File: src/rtl/ps2_mouse_ctrl_pkg.sv
// Shared PS/2 mouse command/response bytes and the init sequencer state encoding.
package ps2_mouse_ctrl_pkg;

  localparam logic [7:0] CMD_RESET     = 8'hFF;
  localparam logic [7:0] CMD_EN_STREAM = 8'hF4;
  localparam logic [7:0] RSP_ACK       = 8'hFA;
  localparam logic [7:0] RSP_RESEND    = 8'hFE;
  localparam logic [7:0] RSP_BAT_OK    = 8'hAA;
  localparam logic [7:0] RSP_BAT_FAIL  = 8'hFC;
  localparam logic [7:0] RSP_ID        = 8'h00;

  typedef enum logic [2:0] {
    StPowerup,
    StSend,
    StWaitTx,
    StWaitAck,
    StWaitBat,
    StWaitId,
    StStream,
    StError
  } state_e;

endpackage

File: src/rtl/ps2_mouse_ctrl_if.sv
// Transmitter/receiver handshake between the init sequencer and the PS/2 link.
interface ps2_mouse_ctrl_if;

  logic       tx_ready;
  logic       tx_done;
  logic       tx_start;
  logic [7:0] tx_data;
  logic       rx_done;
  logic [7:0] rx_data;
  logic       rx_done_pkt;

  modport master (
    input  tx_ready, tx_done, rx_done, rx_data,
    output tx_start, tx_data, rx_done_pkt
  );

  modport slave (
    output tx_ready, tx_done, rx_done, rx_data,
    input  tx_start, tx_data, rx_done_pkt
  );

endinterface

File: src/rtl/ps2_mouse_ctrl_timeout_cnt.sv
// Loadable down-counter; expire is high while the count sits at zero.
module ps2_mouse_ctrl_timeout_cnt #(
  parameter int unsigned      Width    = 32,
  parameter logic [Width-1:0] ResetVal = '0
) (
  input  logic             clk,
  input  logic             reset,
  input  logic             load,
  input  logic [Width-1:0] load_val,
  output logic             expire
);

  logic [Width-1:0] cnt_q;

  always_ff @(posedge clk or posedge reset) begin
    if (reset) begin
      cnt_q <= ResetVal;
    end else if (load) begin
      cnt_q <= load_val;
    end else if (cnt_q != '0) begin
      cnt_q <= cnt_q - Width'(1);
    end
  end

  assign expire = (cnt_q == '0);

endmodule

File: src/rtl/ps2_mouse_ctrl.sv
// PS/2 mouse power-up/recovery sequencer: reset, BAT/ID check, enable streaming,
// with timeouts, resend handling and bounded retries.
module ps2_mouse_ctrl
  import ps2_mouse_ctrl_pkg::*;
#(
  parameter int unsigned POWERUP_CYCLES = 1_000_000,
  parameter int unsigned TIMEOUT_CYCLES = 50_000_000,
  parameter int unsigned MAX_RETRY      = 3
) (
  input  logic             clk,
  input  logic             reset,
  input  logic             restart,
  ps2_mouse_ctrl_if.master link,
  output logic             stream_en,
  output logic             init_error,
  output logic [1:0]       retry_cnt
);

  localparam logic [1:0] RetryMax  = 2'(MAX_RETRY);
  localparam logic [1:0] RetryLast = 2'(MAX_RETRY - 1);

  state_e     state_q;
  logic [7:0] cmd_q, tx_data_q;
  logic       tx_start_q, stream_en_q, init_error_q, load_q;
  logic [1:0] retry_q;
  logic       expire, waiting, timed_out, resend, fail, give_up;

  // Timer reload is registered, so the counter lands one cycle late; it is loaded with
  // TIMEOUT_CYCLES-2 and its stale value is masked during the reload cycle.
  ps2_mouse_ctrl_timeout_cnt #(
    .Width    (32),
    .ResetVal (32'(POWERUP_CYCLES - 1))
  ) u_timeout_cnt (
    .clk      (clk),
    .reset    (reset),
    .load     (load_q),
    .load_val (32'(TIMEOUT_CYCLES - 2)),
    .expire   (expire)
  );

  assign waiting   = state_q inside {StWaitTx, StWaitAck, StWaitBat, StWaitId};
  assign timed_out = waiting & expire & ~load_q;
  assign resend    = (state_q == StWaitAck) & link.rx_done & (link.rx_data == RSP_RESEND);

  // A received byte always takes priority over a simultaneous timeout.
  always_comb begin
    fail = 1'b0;
    unique case (state_q)
      StWaitTx:  fail = ~link.tx_done & ~link.rx_done & timed_out;
      StWaitAck: fail = link.rx_done ? (link.rx_data != RSP_ACK && link.rx_data != RSP_RESEND)
                                     : timed_out;
      StWaitBat: fail = link.rx_done ? (link.rx_data != RSP_BAT_OK) : timed_out;
      StWaitId:  fail = link.rx_done ? (link.rx_data != RSP_ID) : timed_out;
      default:   fail = 1'b0;
    endcase
  end

  assign give_up = (fail | resend) & (retry_q == RetryLast);

  always_ff @(posedge clk or posedge reset) begin
    if (reset) begin
      state_q      <= StPowerup;
      cmd_q        <= CMD_RESET;
      tx_data_q    <= '0;
      tx_start_q   <= 1'b0;
      stream_en_q  <= 1'b0;
      init_error_q <= 1'b0;
      retry_q      <= '0;
      load_q       <= 1'b0;
    end else begin
      tx_start_q <= 1'b0;
      load_q     <= waiting & link.rx_done;
      if (give_up) begin
        state_q      <= StError;
        retry_q      <= RetryMax;
        init_error_q <= 1'b1;
      end else if (fail | resend) begin
        state_q <= StSend;
        retry_q <= retry_q + 2'd1;
        if (fail) cmd_q <= CMD_RESET;
      end else begin
        unique case (state_q)
          StPowerup: if (expire) begin
            state_q <= StSend;
            cmd_q   <= CMD_RESET;
          end
          StSend: if (link.tx_ready) begin
            tx_start_q <= 1'b1;
            tx_data_q  <= cmd_q;
            state_q    <= StWaitTx;
            load_q     <= 1'b1;
          end
          StWaitTx: if (link.tx_done) begin
            state_q <= StWaitAck;
            load_q  <= 1'b1;
          end
          StWaitAck: if (link.rx_done) begin
            if (cmd_q == CMD_RESET) begin
              state_q <= StWaitBat;
            end else begin
              state_q     <= StStream;
              stream_en_q <= 1'b1;
              retry_q     <= '0;
            end
          end
          StWaitBat: if (link.rx_done) state_q <= StWaitId;
          StWaitId: if (link.rx_done) begin
            state_q <= StSend;
            cmd_q   <= CMD_EN_STREAM;
          end
          StStream, StError: if (restart) begin
            state_q      <= StSend;
            cmd_q        <= CMD_RESET;
            retry_q      <= '0;
            stream_en_q  <= 1'b0;
            init_error_q <= 1'b0;
          end
          default: ;
        endcase
      end
    end
  end

  assign link.tx_start    = tx_start_q;
  assign link.tx_data     = tx_data_q;
  assign link.rx_done_pkt = link.rx_done & stream_en_q;
  assign stream_en        = stream_en_q;
  assign init_error       = init_error_q;
  assign retry_cnt        = retry_q;

endmodule

File: src/flat_wrapper.sv
// flat-port wrapper written by rule: the top's interface ports become plain ports
module ps2_mouse_ctrl_flat import ps2_mouse_ctrl_pkg::*;
#(
  parameter int unsigned POWERUP_CYCLES = 1_000_000,
  parameter int unsigned TIMEOUT_CYCLES = 50_000_000,
  parameter int unsigned MAX_RETRY      = 3
)
  (clk, reset, restart, stream_en, init_error, retry_cnt, link_tx_ready, link_tx_done, link_rx_done, link_rx_data, link_tx_start, link_tx_data, link_rx_done_pkt);
  ps2_mouse_ctrl_if link_i ();
  input  logic clk;
  input  logic reset;
  input  logic restart;
  output logic stream_en;
  output logic init_error;
  output logic [1:0] retry_cnt;
  input wire logic [$bits(link_i.tx_ready)-1:0] link_tx_ready;
  input wire logic [$bits(link_i.tx_done)-1:0] link_tx_done;
  input wire logic [$bits(link_i.rx_done)-1:0] link_rx_done;
  input wire logic [$bits(link_i.rx_data)-1:0] link_rx_data;
  output wire logic [$bits(link_i.tx_start)-1:0] link_tx_start;
  output wire logic [$bits(link_i.tx_data)-1:0] link_tx_data;
  output wire logic [$bits(link_i.rx_done_pkt)-1:0] link_rx_done_pkt;
  assign link_i.tx_ready = link_tx_ready;
  assign link_i.tx_done = link_tx_done;
  assign link_i.rx_done = link_rx_done;
  assign link_i.rx_data = link_rx_data;
  assign link_tx_start = link_i.tx_start;
  assign link_tx_data = link_i.tx_data;
  assign link_rx_done_pkt = link_i.rx_done_pkt;
  ps2_mouse_ctrl #(.POWERUP_CYCLES(POWERUP_CYCLES), .TIMEOUT_CYCLES(TIMEOUT_CYCLES), .MAX_RETRY(MAX_RETRY)) u_core (.clk(clk), .reset(reset), .restart(restart), .link(link_i), .stream_en(stream_en), .init_error(init_error), .retry_cnt(retry_cnt));
endmodule
File: config.mk
export PLATFORM = sky130hd
export DESIGN_NAME = ps2_mouse_ctrl_flat
export DESIGN_NICKNAME = d
export VERILOG_FILES = /design/src/rtl/ps2_mouse_ctrl_pkg.sv /design/src/rtl/ps2_mouse_ctrl_if.sv /design/src/rtl/ps2_mouse_ctrl_timeout_cnt.sv /design/src/rtl/ps2_mouse_ctrl.sv /design/src/flat_wrapper.sv
export SDC_FILE = /design/constraint.sdc
export NUM_CORES = 1
export LEC_CHECK = 0
export ABC_AREA = 1
export ABC_CLOCK_PERIOD_IN_PS = 1700
export CAP_MARGIN = 0
export CORE_ASPECT_RATIO = 1.4
export CORE_MARGIN = 4
export CORE_UTILIZATION = 25
export DETAILED_ROUTE_END_ITERATION = 12
export GPL_ROUTABILITY_DRIVEN = 0
export GPL_TIMING_DRIVEN = 0
export SYNTH_ARGS = -nofsm -noshare
export SYNTH_HDL_FRONTEND = slang
export SYNTH_SLANG_ARGS = --single-unit
export TNS_END_PERCENT = 30
File: constraint.sdc
create_clock -name clk -period 1.7 [get_ports clk]
set_input_delay 0.255 -clock clk [delete_from_list [all_inputs] [get_ports clk]]
set_output_delay 0.255 -clock clk [all_outputs]
set_load 0.05 [all_outputs]
==> results of run 1 <==
-- per-layer routing --
metal,global-route usage,vias up
met5,0,-
met4,0.0509,0
met3,0.0226,11
met2,0.219,52
met1,0.118,1272
li1,-,1369
-- state kept, by name, summed over array words and instances, names as in the netlist --
signal                      count
u_core.stream_en                1
u_core.state_q                  3
u_core.u_timeout_cnt.cnt_q     32
u_core.link.tx_data             2
u_core.cmd_q                    1
u_core.retry_cnt                2
u_core.load_q                   1
u_core.init_error               1
u_core.link.tx_start            1
-- cells in the mapped netlist (all sizes together) (2+ instances only) --
cell,number,area share
nand2,71,0.12
nor2,66,0.11
inv,63,0.081
dfrtp,31,0.26
nand3,31,0.064
o21ai,27,0.051
a21oi,21,0.036
nor3,16,0.034
dfstp,13,0.12
nand4,8,0.019
buf,6,0.015
nor4,6,0.013
xor2,5,0.015
clkbuf,4,0.0055
a211oi,3,0.0077
ha,3,0.013
o211ai,3,0.0077
o31ai,3,0.0077
or2,2,0.0043
-- worst max path at each step --
| stage | from | to | slack, ns | cells past startpoint |
|---|---|---|---|---|
| 6_report | u_core.u_timeout_cnt.cnt_q[0]$_DFFE_PP1P_ | u_core.state_q[1]$_DFFE_PP0P_ | -0.21 | 16 |
| 5_1_grt | u_core.u_timeout_cnt.cnt_q[1]$_DFFE_PP1P_ | u_core.state_q[1]$_DFFE_PP0P_ | -0.33 | 16 |
| 4_1_cts | u_core.u_timeout_cnt.cnt_q[0]$_DFFE_PP1P_ | u_core.state_q[1]$_DFFE_PP0P_ | -0.21 | 16 |
| 3_5_place_dp | u_core.u_timeout_cnt.cnt_q[0]$_DFFE_PP1P_ | u_core.u_timeout_cnt.cnt_q[26]$_DFFE_PP0P_ | -0.35 | 11 |
| 3_3_place_gp | reset | u_core.u_timeout_cnt.cnt_q[25]$_DFFE_PP0P_ | -0.54 | 2 |
| 2_1_floorplan | u_core.u_timeout_cnt.cnt_q[0]$_DFFE_PP1P_ | u_core.u_timeout_cnt.cnt_q[26]$_DFFE_PP0P_ | -0.04 | 14 |
-- where the power goes --
| group | internal [W] | switching, W | leakage, nW |
|---|---|---|---|
| Combinational | 0.000703 | 0.00134 | 1.16 |
| Sequential | 0.00125 | 0.000168 | 0.499 |
| Clock | 0.000626 | 0.000401 | 0.0772 |
| Total | 0.00258 | 0.00191 | 1.74 |
-- timing repair --
item,CTS,global route
endpoints found under the setup margin,49,41
pin swaps,6,13
setup buffers,7,2
resized for setup,39,33
-- critical path, delay by kind of cell, from the launching register on --
family | cells | cell delay [ns]
AOI/OAI and AO/OA | 1 | 0.05
adders and majority gates | 1 | 0.13
buffers and inverters | 3 | 0.19
DFF | 1 | 0.38
and+or+nand+nor | 11 | 1.09
-- cells by family after synthesis --
logic type | count (synthesis) | synth area share
AND/OR/NAND/NOR | 203 | 0.366
flip-flops | 44 | 0.380
buffers and inverters | 73 | 0.102
XOR/XNOR | 5 | 0.0149
AO/OA/AOI/OAI | 62 | 0.124
adder cells (fa/ha/maj) | 3 | 0.0128
-- area by class of cell --
cell class / instances / area [um^2]
Fill cell: 1222 / 7560
Buffer: 10 / 63.8
Tap cell: 144 / 180
Timing Repair Buffer: 36 / 339
Multi-Input combinational cell: 273 / 1730
Inverter: 63 / 246
Sequential cell: 44 / 1120
Clock buffer: 8 / 156
-- stage by stage --
| stage | util | area [um^2] |
|---|---|---|
| after floorplan | - | 2950 |
| after global placement | 0.298 | 3390 |
| after detailed placement | 0.300 | 3410 |
| after CTS | 0.326 | 3720 |
| after global routing | 0.337 | 3840 |
| final | 0.337 | 3840 |
==> results.md, run 1 <==
* # DRC at 0
* Post-route total power at 0.00449 W
* Run status: complete, but fails checks
* Final Max Tran Viols at 0
* RR Startpoint: u_core.u_timeout_cnt.cnt_q[0]$_DFFE_PP1P_
* Critical-path cell list: inv_4 > ha_4 > inv_2 > nor2_2 > nand2_1 > nor2_2 > nand2_4 > nor2_8 > nand2_4 > nand2_4 > nand3_4 > nand2_4 > nand2_4 > inv_4 > nand2_2 > o21ai_2
* Mean routed wirelength per cell at 12.9 um
* Hold Crit Class: in -> async
* Share of synthesized area occupied by flip-flops and latches at 0.380
* Clock transition at the register clock pins on the worst setup and hold paths after CTS at 0.07 ns
* Ratio of cells with drive above 1 in the final layout at 0.304
* Mean Syn Cell Area at 7.53 um^2
* Final hold slack at 0.265 ns
* Via-per-instance ratio at 4.68
* Hpwl dp at 5710 um
* Top-Level Pins at 28
* Share of synthesized flip-flops with an asynchronous set or reset at 1.00
* Count of vias placed by the detailed router at 2704
* Kind of launch point of the worst setup path: register
* Number of global-route vias before repair at 2758
* Setup ws final at -0.211 ns
* Worst Tran Pin Value at 0.597 ns
* Final Net Count at 450
* Worst slack at placement at -0.349 ns
* Predominant post-synthesis flop cell: sky130_fd_sc_hd__dfrtp_1
* Final clock period utilization by the worst path at 1.12
* CTS hold repair buffers at 0
* Endpoint of the most critical register-to-register path: u_core.state_q[1]$_DFFE_PP0P_
* Crit path required time at 1.92 ns
* Min Clock Period, post-route at 1.91 ns
* Drt first-iter violations at 157
* Cell leakage power at 1.74 nW
* Violated checks: setup timing
* Clock Tree Buf Depth at 2
* Synthesis-to-layout area growth at 30.6%
* Number of cells in the design after placement at 561
* Post-synthesis instance area at 2940 um^2
* Highest-delay cell along the critical path: sky130_fd_sc_hd__dfstp_2
* Met2 Routed Length at 4190 um
* Aggregate routed wire length at 7450 um
* Max rail drop VDD at 0.000865 V
* Setup total negative slack at -2.07 ns
* Number of warnings reported in the yosys synthesis log at 0
* Number of hold-slack violations in the final timing report at 0
* IO buf count at 26
* Worst slew slack as a fraction of its limit at 0.602
* Worst r2r path cells at 16
* Buffer type at the clock tree root: sky130_fd_sc_hd__clkbuf_16
* Insertion delay of the later-clocked pin in the worst-skew pair at 0.29 ns
* Pin count of the biggest net entering global routing at 30
* Endpoint class of the critical path: register
* Height of the die at 136 um
* Total iterations of the first detailed-routing run at 4
* Routed wire length on met3 at 253 um
* Maximum single-stage delay on the critical path at 0.38 ns
* Wire length of the first global-routing pass at 12500 um
* Most common cell after layout, fill and taps aside: sky130_fd_sc_hd__nand2_1
* Max Clock Skew at 0.00871 ns
* H-tree levels at 2
* Row count at 46
* CTS tree: built
* Post-route non-filler standard cell count at 578
* Post-route met1 wirelength at 2840 um
* Aggregate global-route resource usage at 0.114
* Synthesized netlist cell count at 390
* RSZ-0062 raised after global routing: yes
* Number of flops mapped to enable cells by yosys at 0
* Inserted Clock Buffers at 5
* Die area at 13600 um^2
* Core area at 11400 um^2
* Reg2reg setup slack at -0.21 ns
* Maximum frequency from static timing analysis at 0.523 GHz
* Net count after synthesis at 407
* Highest routed layer: met4
* Commonest non-fill, non-tap cells in the layout: sky130_fd_sc_hd__nand2_1 (50), sky130_fd_sc_hd__inv_1 (48), sky130_fd_sc_hd__nor2_1 (43)
* Number of sinks on the clock net at 44
* Antenna violations before repair at 0
* Die W at 99.6 um
* Initial Utilization at 0.258
* Flip-flop and latch count after synthesis at 44
* Power per cell area at 1170 nW/um^2
* Crit path arrival time at 2.13 ns
* Final antenna-violating net count at 0
* Number of failing setup endpoints in the final timing report at 20
* Worst Setup Path Type: reg -> reg
* Number of max-cap violations at 0
* Remaining global-route overflow at 0
* Number of distinct library cells after synthesis at 42
* Number of diodes added for antenna fixing at 0
* Crit-path max FO at 8
* Most common cell type on the critical path: sky130_fd_sc_hd__nand2_4
Note: power is estimated with default switching activity, not from simulation.
==> inputs of run 2 (changes only) <==
ABC_CLOCK_PERIOD_IN_PS = 1600   (was 1700)
clock period = 1.6 ns   (was 1.7 ns; I/O delays follow)
==> run 2 against run 1 <==
- the flow still finishes with violations (setup timing)
- sequential share of layout area did not move
- clock skew fell by 0.0020 ns
- register-to-register slack got worse by 0.07 ns
- final cell count rose by 0.17%
- design area did not move
- worst setup slack got worse by 0.066 ns
- sequential power rose by 6%
- critical path type unchanged
- combinational power rose by 5%
- power rose by 4.8%
- largest power group unchanged
==> results.md, run 2 (synthesized netlist as in run 1, its figures left out) <==
* Number of max-cap violations at 0 (unchanged)
* Aggregate routed wire length at 7560 um (+1.5%)
* CTS tree: built
* Number of buffers and inverters on the critical path at 0 (-3)
* Run status: complete, but fails checks
* Core area at 11400 um^2 (unchanged)
* Maximum single-stage delay on the critical path at 0.45 ns (+0.07 ns)
* Most common cell after layout, fill and taps aside: sky130_fd_sc_hd__nand2_1
* Row count at 46 (unchanged)
* Final design area excluding fillers at 3840 um^2 (unchanged)
* Antenna violations before repair at 0 (unchanged)
* Most common cell type on the critical path: sky130_fd_sc_hd__nand2_4
* Internal Power at 0.00267 W (+3.5%)
* Setup ws final at -0.277 ns (-0.0658 ns)
* CTS hold repair buffers at 0 (unchanged)
* RSZ-0062 raised after global routing: yes
* Crit-path max FO at 8 (unchanged)
* Largest registers: u_core.u_timeout_cnt.cnt_q: 32 flops, u_core.state_q: 3 flops
* Total iterations of the first detailed-routing run at 4 (unchanged)
* Max Clock Skew at 0.00676 ns (-0.00195 ns)
* Crit path required time at 1.82 ns (-0.10 ns)
* Aggregate global-route resource usage at 0.118 (+0.00358)
* Via-per-instance ratio at 4.80 (+2.6%)
* H-tree levels at 2 (unchanged)
* Relative contribution of sequential cells to total power at 0.320 (+0.003)
* FILL cells at 1229 (+0.57%)
* Final hold slack at 0.239 ns (-0.0258 ns)
* Crit path from: u_core.u_timeout_cnt.cnt_q[8]$_DFFE_PP0P_
* Final clock period utilization by the worst path at 1.17 (+0.0489)
* Worst Tran Pin Value at 0.627 ns (+0.0299 ns)
* Pin count of the biggest net entering global routing at 30 (unchanged)
* Category of cells accounting for the largest share of critical-path delay: simple AND/OR/NAND/NOR gates
* Hold Crit Class: in -> async
* Endpoint class of the critical path: register
* Net Sw Frac at 0.432 (+0.00713)
* Power dissipated by switching net loads at 0.00203 W (+6.5%)
* Number of failing setup endpoints in the final timing report at 33 (+65%)
* Worst slew slack as a fraction of its limit at 0.582 (-0.0199)
* Hpwl dp at 5850 um (+2.5%)
* Final Net Count at 451 (+0.22%)
* Top-Level Pins at 28 (unchanged)
* Worst Setup Path Type: reg -> reg
* Comb pwr share at 0.456 (+0.002)
* Mean routed wirelength per cell at 13.1 um (+1.3%)
* Highest-delay cell along the critical path: sky130_fd_sc_hd__dfrtp_2
* Remaining global-route overflow at 0 (unchanged)
* Ratio of cells with drive above 1 in the final layout at 0.336 (+0.0315)
* Height of the die at 136 um (unchanged)
* Number of sinks on the clock net at 44 (unchanged)
* Final antenna-violating net count at 0 (unchanged)
* IO buf count at 26 (unchanged)
* Max rail drop VDD at 0.000952 V (+10%)
* Register bank with the most flops: u_core.u_timeout_cnt.cnt_q
* RR Startpoint: u_core.u_timeout_cnt.cnt_q[8]$_DFFE_PP0P_
* Worst slack at placement at -0.417 ns (-0.0680 ns)
* Maximum frequency from static timing analysis at 0.533 GHz (+1.8%)
* Post-route total power at 0.00471 W (+4.8%)
* Wire length of the first global-routing pass at 12900 um (+3.3%)
* Critical-path cell list: nor2_2 > nand2_2 > nor2_4 > nand2_4 > nor2_8 > nand2_4 > nand2_4 > nand3_4 > nand2_8 > nand2_4 > o21ai_2 > nand2_1 > o21ai_2
* Post-route non-filler standard cell count at 579 (+0.17%)
* # DRC at 0 (unchanged)
* Crit path arrival time at 2.10 ns (-0.03 ns)
* Number of diodes added for antenna fixing at 0 (unchanged)
* Commonest non-fill, non-tap cells in the layout: sky130_fd_sc_hd__nand2_1 (49), sky130_fd_sc_hd__inv_1 (48), sky130_fd_sc_hd__nor2_1 (39)
* Insertion delay of the later-clocked pin in the worst-skew pair at 0.30 ns (about the same)
* Min Clock Period, post-route at 1.88 ns (-0.0342 ns)
* Initial Utilization at 0.258 (unchanged)
* Number of global-route vias before repair at 2888 (+4.7%)
* Die area at 13600 um^2 (unchanged)
* Number of cells in the design after placement at 561 (unchanged)
* Inserted Clock Buffers at 5 (unchanged)
* Power per cell area at 1230 nW/um^2 (+4.8%)
* Synthesis-to-layout area growth at 30.6% (unchanged)
* Clk network pwr share at 0.225 (-0.004)
* Violated checks: setup timing
* Clock Tree Buf Depth at 2 (unchanged)
* Cell leakage power at 1.73 nW (-0.77%)
* Buffer type at the clock tree root: sky130_fd_sc_hd__clkbuf_16
* Final Max Tran Viols at 0 (unchanged)
* Die W at 99.6 um (unchanged)
* Number of hold-slack violations in the final timing report at 0 (unchanged)
* Kind of launch point of the worst setup path: register
* Clock transition at the register clock pins on the worst setup and hold paths after CTS at 0.07 ns (about the same)
* Flip-flop count of the largest register after layout at 32 (unchanged)
* Count of vias placed by the detailed router at 2780 (+2.8%)
* Cell Area, Placed at 3420 um^2 (+0.22%)
* Drt first-iter violations at 120 (-24%)
run 2: changes by cell type in the layout (fill, tap and decap cells not counted), moves of 2 or more:
cell,change
sky130_fd_sc_hd__buf_4,+6
sky130_fd_sc_hd__nor2_1,-4
sky130_fd_sc_hd__nor2_2,+4
sky130_fd_sc_hd__clkinv_2,+2
sky130_fd_sc_hd__dlygate4sd2_1,-2
sky130_fd_sc_hd__dlymetal6s2s_1,-2
sky130_fd_sc_hd__inv_2,+2
sky130_fd_sc_hd__inv_4,-2
sky130_fd_sc_hd__nand2_2,+2
run 2: metal layers:
metal	up-vias	share of wire	GRT usage
met5	-	0	0
met4	0	0.041	0.0699
met3	22	0.034	0.0252
met2	57	0.55	0.221
met1	1338	0.38	0.117
li1	1363	-	-
run 2: path summary, 6_finish.rpt:
kind / endpoint / slack (ns) / depth (start not counted)
worst max register to register: u_core.state_q[1]$_DFFE_PP0P_ / -0.28 / 13
min in group clk: u_core.load_q$_DFF_PP0_ / 0.33 / 3
max in group asynchronous: u_core.u_timeout_cnt.cnt_q[1]$_DFFE_PP1P_ / 0.81 / 3
worst min-delay path: u_core.u_timeout_cnt.cnt_q[23]$_DFFE_PP0P_ / 0.24 / 2
worst max-delay path: u_core.state_q[1]$_DFFE_PP0P_ / -0.28 / 13
worst min register to register: u_core.cmd_q[1]$_DFFE_PP1P_ / 0.46 / 2
run 2: area by class of cell:
cell class | count | area [um^2] | area share
Clock inverter | 2 | 10.0 | 0.00261
Tap cell | 144 | 180 | 0.0470
Clock buffer | 6 | 139 | 0.0362
Buffer | 10 | 63.8 | 0.0166
Timing Repair Buffer | 37 | 330 | 0.0861
Sequential cell | 44 | 1120 | 0.292
Inverter | 63 | 241 | 0.0629
Multi-Input combinational cell | 273 | 1750 | 0.456
run 2: power by group through the flow:
stage | clock network (W) | registers [W] | logic (W)
2_1_floorplan | 0 | 0.00170 | 0.00130
6_report | 0.00106 | 0.00150 | 0.00214
3_3_place_gp | 0 | 0.00152 | 0.00201
4_1_cts | 0.00108 | 0.00150 | 0.00214
5_1_grt | 0.00112 | 0.00154 | 0.00235
3_5_place_dp | 0 | 0.00153 | 0.00204
run 2: repair_timing:
action	4_1_cts	5_1_grt
pin swaps	16	7
setup endpoints to repair	52	44
resized for setup	56	25
endpoints found under the hold margin	0	0
buffers inserted	9	1
run 2: metrics by stage:
step | TNS [ns] | utilization
2_1_floorplan | -0.989 | -
3_3_place_gp | -30.07 | 0.299
3_5_place_dp | -8.11 | 0.300
4_1_cts | -5.21 | 0.330
5_1_grt | -9.52 | 0.337
6_report | -4.98 | 0.337
==> inputs of run 3 (changes only) <==
SYNTH_HIERARCHICAL = 1   (was not set)
==> run 3 against run 2 <==
- the flow still finishes with violations (setup timing)
- synthesized cell count rose by 26%
- critical path depth is 1 higher
- clock skew barely moved
- power up 82%
- register-to-register slack worse by 0.17 ns
- utilization increased by 1.3 points
- via count rose by 19%
- global-route usage is 0.33 points lower
- final cell count increased by 28%
- worst setup slack lost 0.17 ns
- first-iteration DRC count rose by 20%
==> results.md, run 3 <==
* Synthesized netlist cell count at 492 (+26%)
* Number of failing setup endpoints in the final timing report at 39 (+18%)
* Top-Level Pins at 28 (unchanged)
* Footprint of the multi-input gates at 2180 um^2 (+25%)
* Leading area contributor after synthesis: sky130_fd_sc_hd__dfrtp_1
* Final Net Count at 606 (+34%)
* Number of max-cap violations at 0 (unchanged)
* Worst Setup Path Type: reg -> reg
* Max rail drop VDD at 0.000939 V (-1.3%)
* Share of synthesized flip-flops with an asynchronous set or reset at 1.00 (unchanged)
* Crit-path max FO at 8 (unchanged)
* Endpoint class of the critical path: register
* Register bank with the most flops: u_core/u_timeout_cnt/cnt_q
* # DRC at 0 (unchanged)
* RR Startpoint: u_core/u_timeout_cnt/cnt_q[29]$_DFFE_PP0P_
* Height of the die at 144 um (+5.5%)
* Number of diodes added for antenna fixing at 0 (unchanged)
* Cell leakage power at 2.21 nW (+28%)
* Dominant cell by count in the synthesized netlist: sky130_fd_sc_hd__nand2_1
* Initial Utilization at 0.256 (-0.00200)
* Worst r2r path cells at 14 (+1)
* Total iterations of the first detailed-routing run at 4 (unchanged)
* Reg2reg setup slack at -0.45 ns (-0.17 ns)
* Count of vias placed by the detailed router at 3318 (+19%)
* Via-per-instance ratio at 4.46 (-7.1%)
* Final antenna-violating net count at 0 (unchanged)
* Worst slew slack as a fraction of its limit at 0.513 (-0.0692)
* Largest registers: u_core/u_timeout_cnt/cnt_q: 32 flops, u_core/state_q: 3 flops
* Post-route total power at 0.00857 W (+82%)
* Critical-path cell list: nor2_2 > nand3_2 > nor2_4 > inv_2 > nor4_4 > inv_2 > nor3_4 > nand2_2 > nand2_2 > nand2_4 > nand3_4 > o21bai_4 > nand2_1 > nand2_1
* Power per cell area at 1900 nW/um^2 (+55%)
* Die area at 15100 um^2 (+11%)
* Commonest non-fill, non-tap cells in the layout: sky130_fd_sc_hd__nand2_1 (173), sky130_fd_sc_hd__nor2_1 (54), sky130_fd_sc_hd__inv_1 (47)
* Remaining global-route overflow at 0 (unchanged)
* Flip-flop count of the largest register after layout at 32 (unchanged)
* Highest-delay cell along the critical path: sky130_fd_sc_hd__dfrtp_1
* Die W at 105 um (+5.4%)
* RSZ-0062 raised after global routing: yes
* Antenna violations before repair at 0 (unchanged)
* Insertion delay of the later-clocked pin in the worst-skew pair at 0.30 ns (about the same)
* Worst Tran Pin Value at 0.730 ns (+0.103 ns)
* H-tree levels at 2 (unchanged)
* Predominant post-synthesis flop cell: sky130_fd_sc_hd__dfrtp_1
* Clock Tree Buf Depth at 2 (unchanged)
* Number of sinks on the clock net at 44 (unchanged)
* Number of cells in the design after placement at 702 (+25%)
* Synthesis-to-layout area growth at 36.9%
* CTS hold repair buffers at 0 (unchanged)
* Share of synthesized area occupied by flip-flops and latches at 0.339 (-0.0411)
* Hpwl dp at 6520 um (+11%)
* Top-area cell type share of the netlist area at 0.236 (-0.0285)
* Flip-flop and latch count after synthesis at 44 (unchanged)
* Aggregate global-route resource usage at 0.115 (-0.00331)
* Run status: complete, but fails checks
* Inserted Clock Buffers at 5 (unchanged)
* Pin count of the biggest net entering global routing at 33 (+10%)
* Total area of sequential cells at 1120 um^2 (-0.34%)
* Kind of launch point of the worst setup path: register
* Row count at 49 (+6.5%)
* Commonest cells post-synth: sky130_fd_sc_hd__nand2_1 (182), sky130_fd_sc_hd__nor2_1 (65), sky130_fd_sc_hd__inv_1 (53)
* Ratio of cells with drive above 1 in the final layout at 0.267 (-0.0683)
* CTS tree: built
* Mean Syn Cell Area at 6.69 um^2 (-11%)
* Min Clock Period, post-route at 2.05 ns (+0.170 ns)
* Cell types occupying the most area after synthesis: sky130_fd_sc_hd__dfrtp_1 (24%), sky130_fd_sc_hd__nand2_1 (21%), sky130_fd_sc_hd__dfstp_2 (10%)
* Number of global-route vias before repair at 3139 (+8.7%)
* Violated checks: setup timing
* Most common cell after layout, fill and taps aside: sky130_fd_sc_hd__nand2_1
* Number of flops mapped to enable cells by yosys at 0 (unchanged)
* Hold Crit Class: in -> async
* Clock transition at the register clock pins on the worst setup and hold paths after CTS at 0.07 ns (about the same)
* Maximum frequency from static timing analysis at 0.489 GHz (-8.3%)
* Core area at 12900 um^2 (+13%)
* Post-route non-filler standard cell count at 744 (+28%)
* Final clock period utilization by the worst path at 1.28 (+0.106)
* IO buf count at 27 (+3.8%)
* Number of warnings reported in the yosys synthesis log at 6 (+6)
* Setup ws final at -0.447 ns (-0.170 ns)
* Maximum single-stage delay on the critical path at 0.42 ns (-0.03 ns)
* Final Max Tran Viols at 0 (unchanged)
* Max Clock Skew at 0.00684 ns (+0.0000796 ns)
* Crit path required time at 1.84 ns (+0.02 ns)
* Buffer type at the clock tree root: sky130_fd_sc_hd__clkbuf_16
* Post-synthesis instance area at 3290 um^2 (+12%)
* Worst slack at placement at -0.646 ns (-0.229 ns)
* Crit path arrival time at 2.28 ns (+0.18 ns)
* Number of distinct library cells after synthesis at 35 (-17%)
* FILL cells at 1370 (+11%)
* Aggregate routed wire length at 9020 um (+19%)
* Mean routed wirelength per cell at 12.1 um (-7.2%)
* Wire length of the first global-routing pass at 14100 um (+9.2%)
* Drt first-iter violations at 144 (+20%)
* Number of hold-slack violations in the final timing report at 0 (unchanged)
* Endpoint of the most critical register-to-register path: u_core/state_q[0]$_DFFE_PP0P_
[run 3: cell count changes after synthesis, sizes merged, moves of 7 or more]
cell,previous run,this run
nand3,31,24
nor2,66,83
inv,63,55
nor3,16,2
nand2,71,194
nand4,8,15
a21oi,21,5
[run 3: timing repair]
item,CTS,global route
buffers inserted,9,22
setup endpoints to repair,43,43
pin swaps,12,18
gates resized for setup,41,37
cloned,1,2
[run 3: report_power, final]
part	switching [W]	internal, W
registers	0.000619	0.00178
logic	0.00296	0.00199
clock network	0.000481	0.000743
[run 3: area by class of cell]
type | instances | share of cell area
well taps | 153 | 0.0425
plain buffers | 15 | 0.0261
repair buffers | 60 | 0.115
clock buffers | 5 | 0.0278
flip-flops and latches | 44 | 0.248
inverters | 55 | 0.0464
clock inverters | 3 | 0.0105
multi-input cells | 409 | 0.484
[run 3: how the worst max path moves through the flow]
stage               slack [ns]                             to                                  startpoint  cells past startpoint
finish                   -0.45  u_core/state_q[0]$_DFFE_PP0P_  u_core/u_timeout_cnt/cnt_q[29]$_DFFE_PP0P_                     14
global route             -0.62  u_core/state_q[1]$_DFFE_PP0P_  u_core/u_timeout_cnt/cnt_q[30]$_DFFE_PP0P_                     15
CTS                      -0.49  u_core/state_q[2]$_DFFE_PP0P_  u_core/u_timeout_cnt/cnt_q[15]$_DFFE_PP0P_                     14
detailed placement       -0.65  u_core/state_q[2]$_DFFE_PP0P_   u_core/u_timeout_cnt/cnt_q[8]$_DFFE_PP0P_                     14
global placement         -0.64  u_core/state_q[1]$_DFFE_PP0P_   u_core/u_timeout_cnt/cnt_q[8]$_DFFE_PP0P_                     15
floorplan                -0.26  u_core/state_q[0]$_DFFE_PP0P_   u_core/u_timeout_cnt/cnt_q[0]$_DFFE_PP1P_                     15
[run 3: logic make-up (layout without fill, tap and decap cells)]
kind of cell / count (synthesis) / in the layout / share of synthesized area
compound gates: 38 / 38 / 0.0658
other cells: 2 / 32 / 0.00228
buf+inv: 70 / 138 / 0.0969
simple gates: 321 / 322 / 0.448
xor+xnor: 15 / 15 / 0.0399
fa+ha+maj: 2 / 2 / 0.00760
flops: 44 / 44 / 0.339
[run 3: critical path, delay by kind of cell, from the launching register on]
kind,cells,cell delay [ns]
buf+inv,2,0.18
compound gates,1,0.14
simple gates,11,1.25
flops,1,0.42
[run 3: layer usage]
| metal | vias up | global-route usage | share of wire |
|---|---|---|---|
| met2 | 85 | 0.228 | 0.54 |
| met3 | 27 | 0.0198 | 0.035 |
| met4 | 0 | 0.0539 | 0.035 |
| met5 | - | 0 | 0 |
| met1 | 1517 | 0.114 | 0.39 |
| li1 | 1689 | - | - |
[run 3: per-stage QoR]
stage,instance area (um^2),util,TNS [ns],hold WS [ns]
after floorplan,3440,-,-1.83,0.104
after global placement,3910,0.303,-11.32,0.454
after detailed placement,3910,0.303,-11.66,0.463
after CTS,4200,0.326,-5.62,0.327
after global routing,4510,0.350,-9.80,0.376
final,4510,0.350,-6.99,0.336
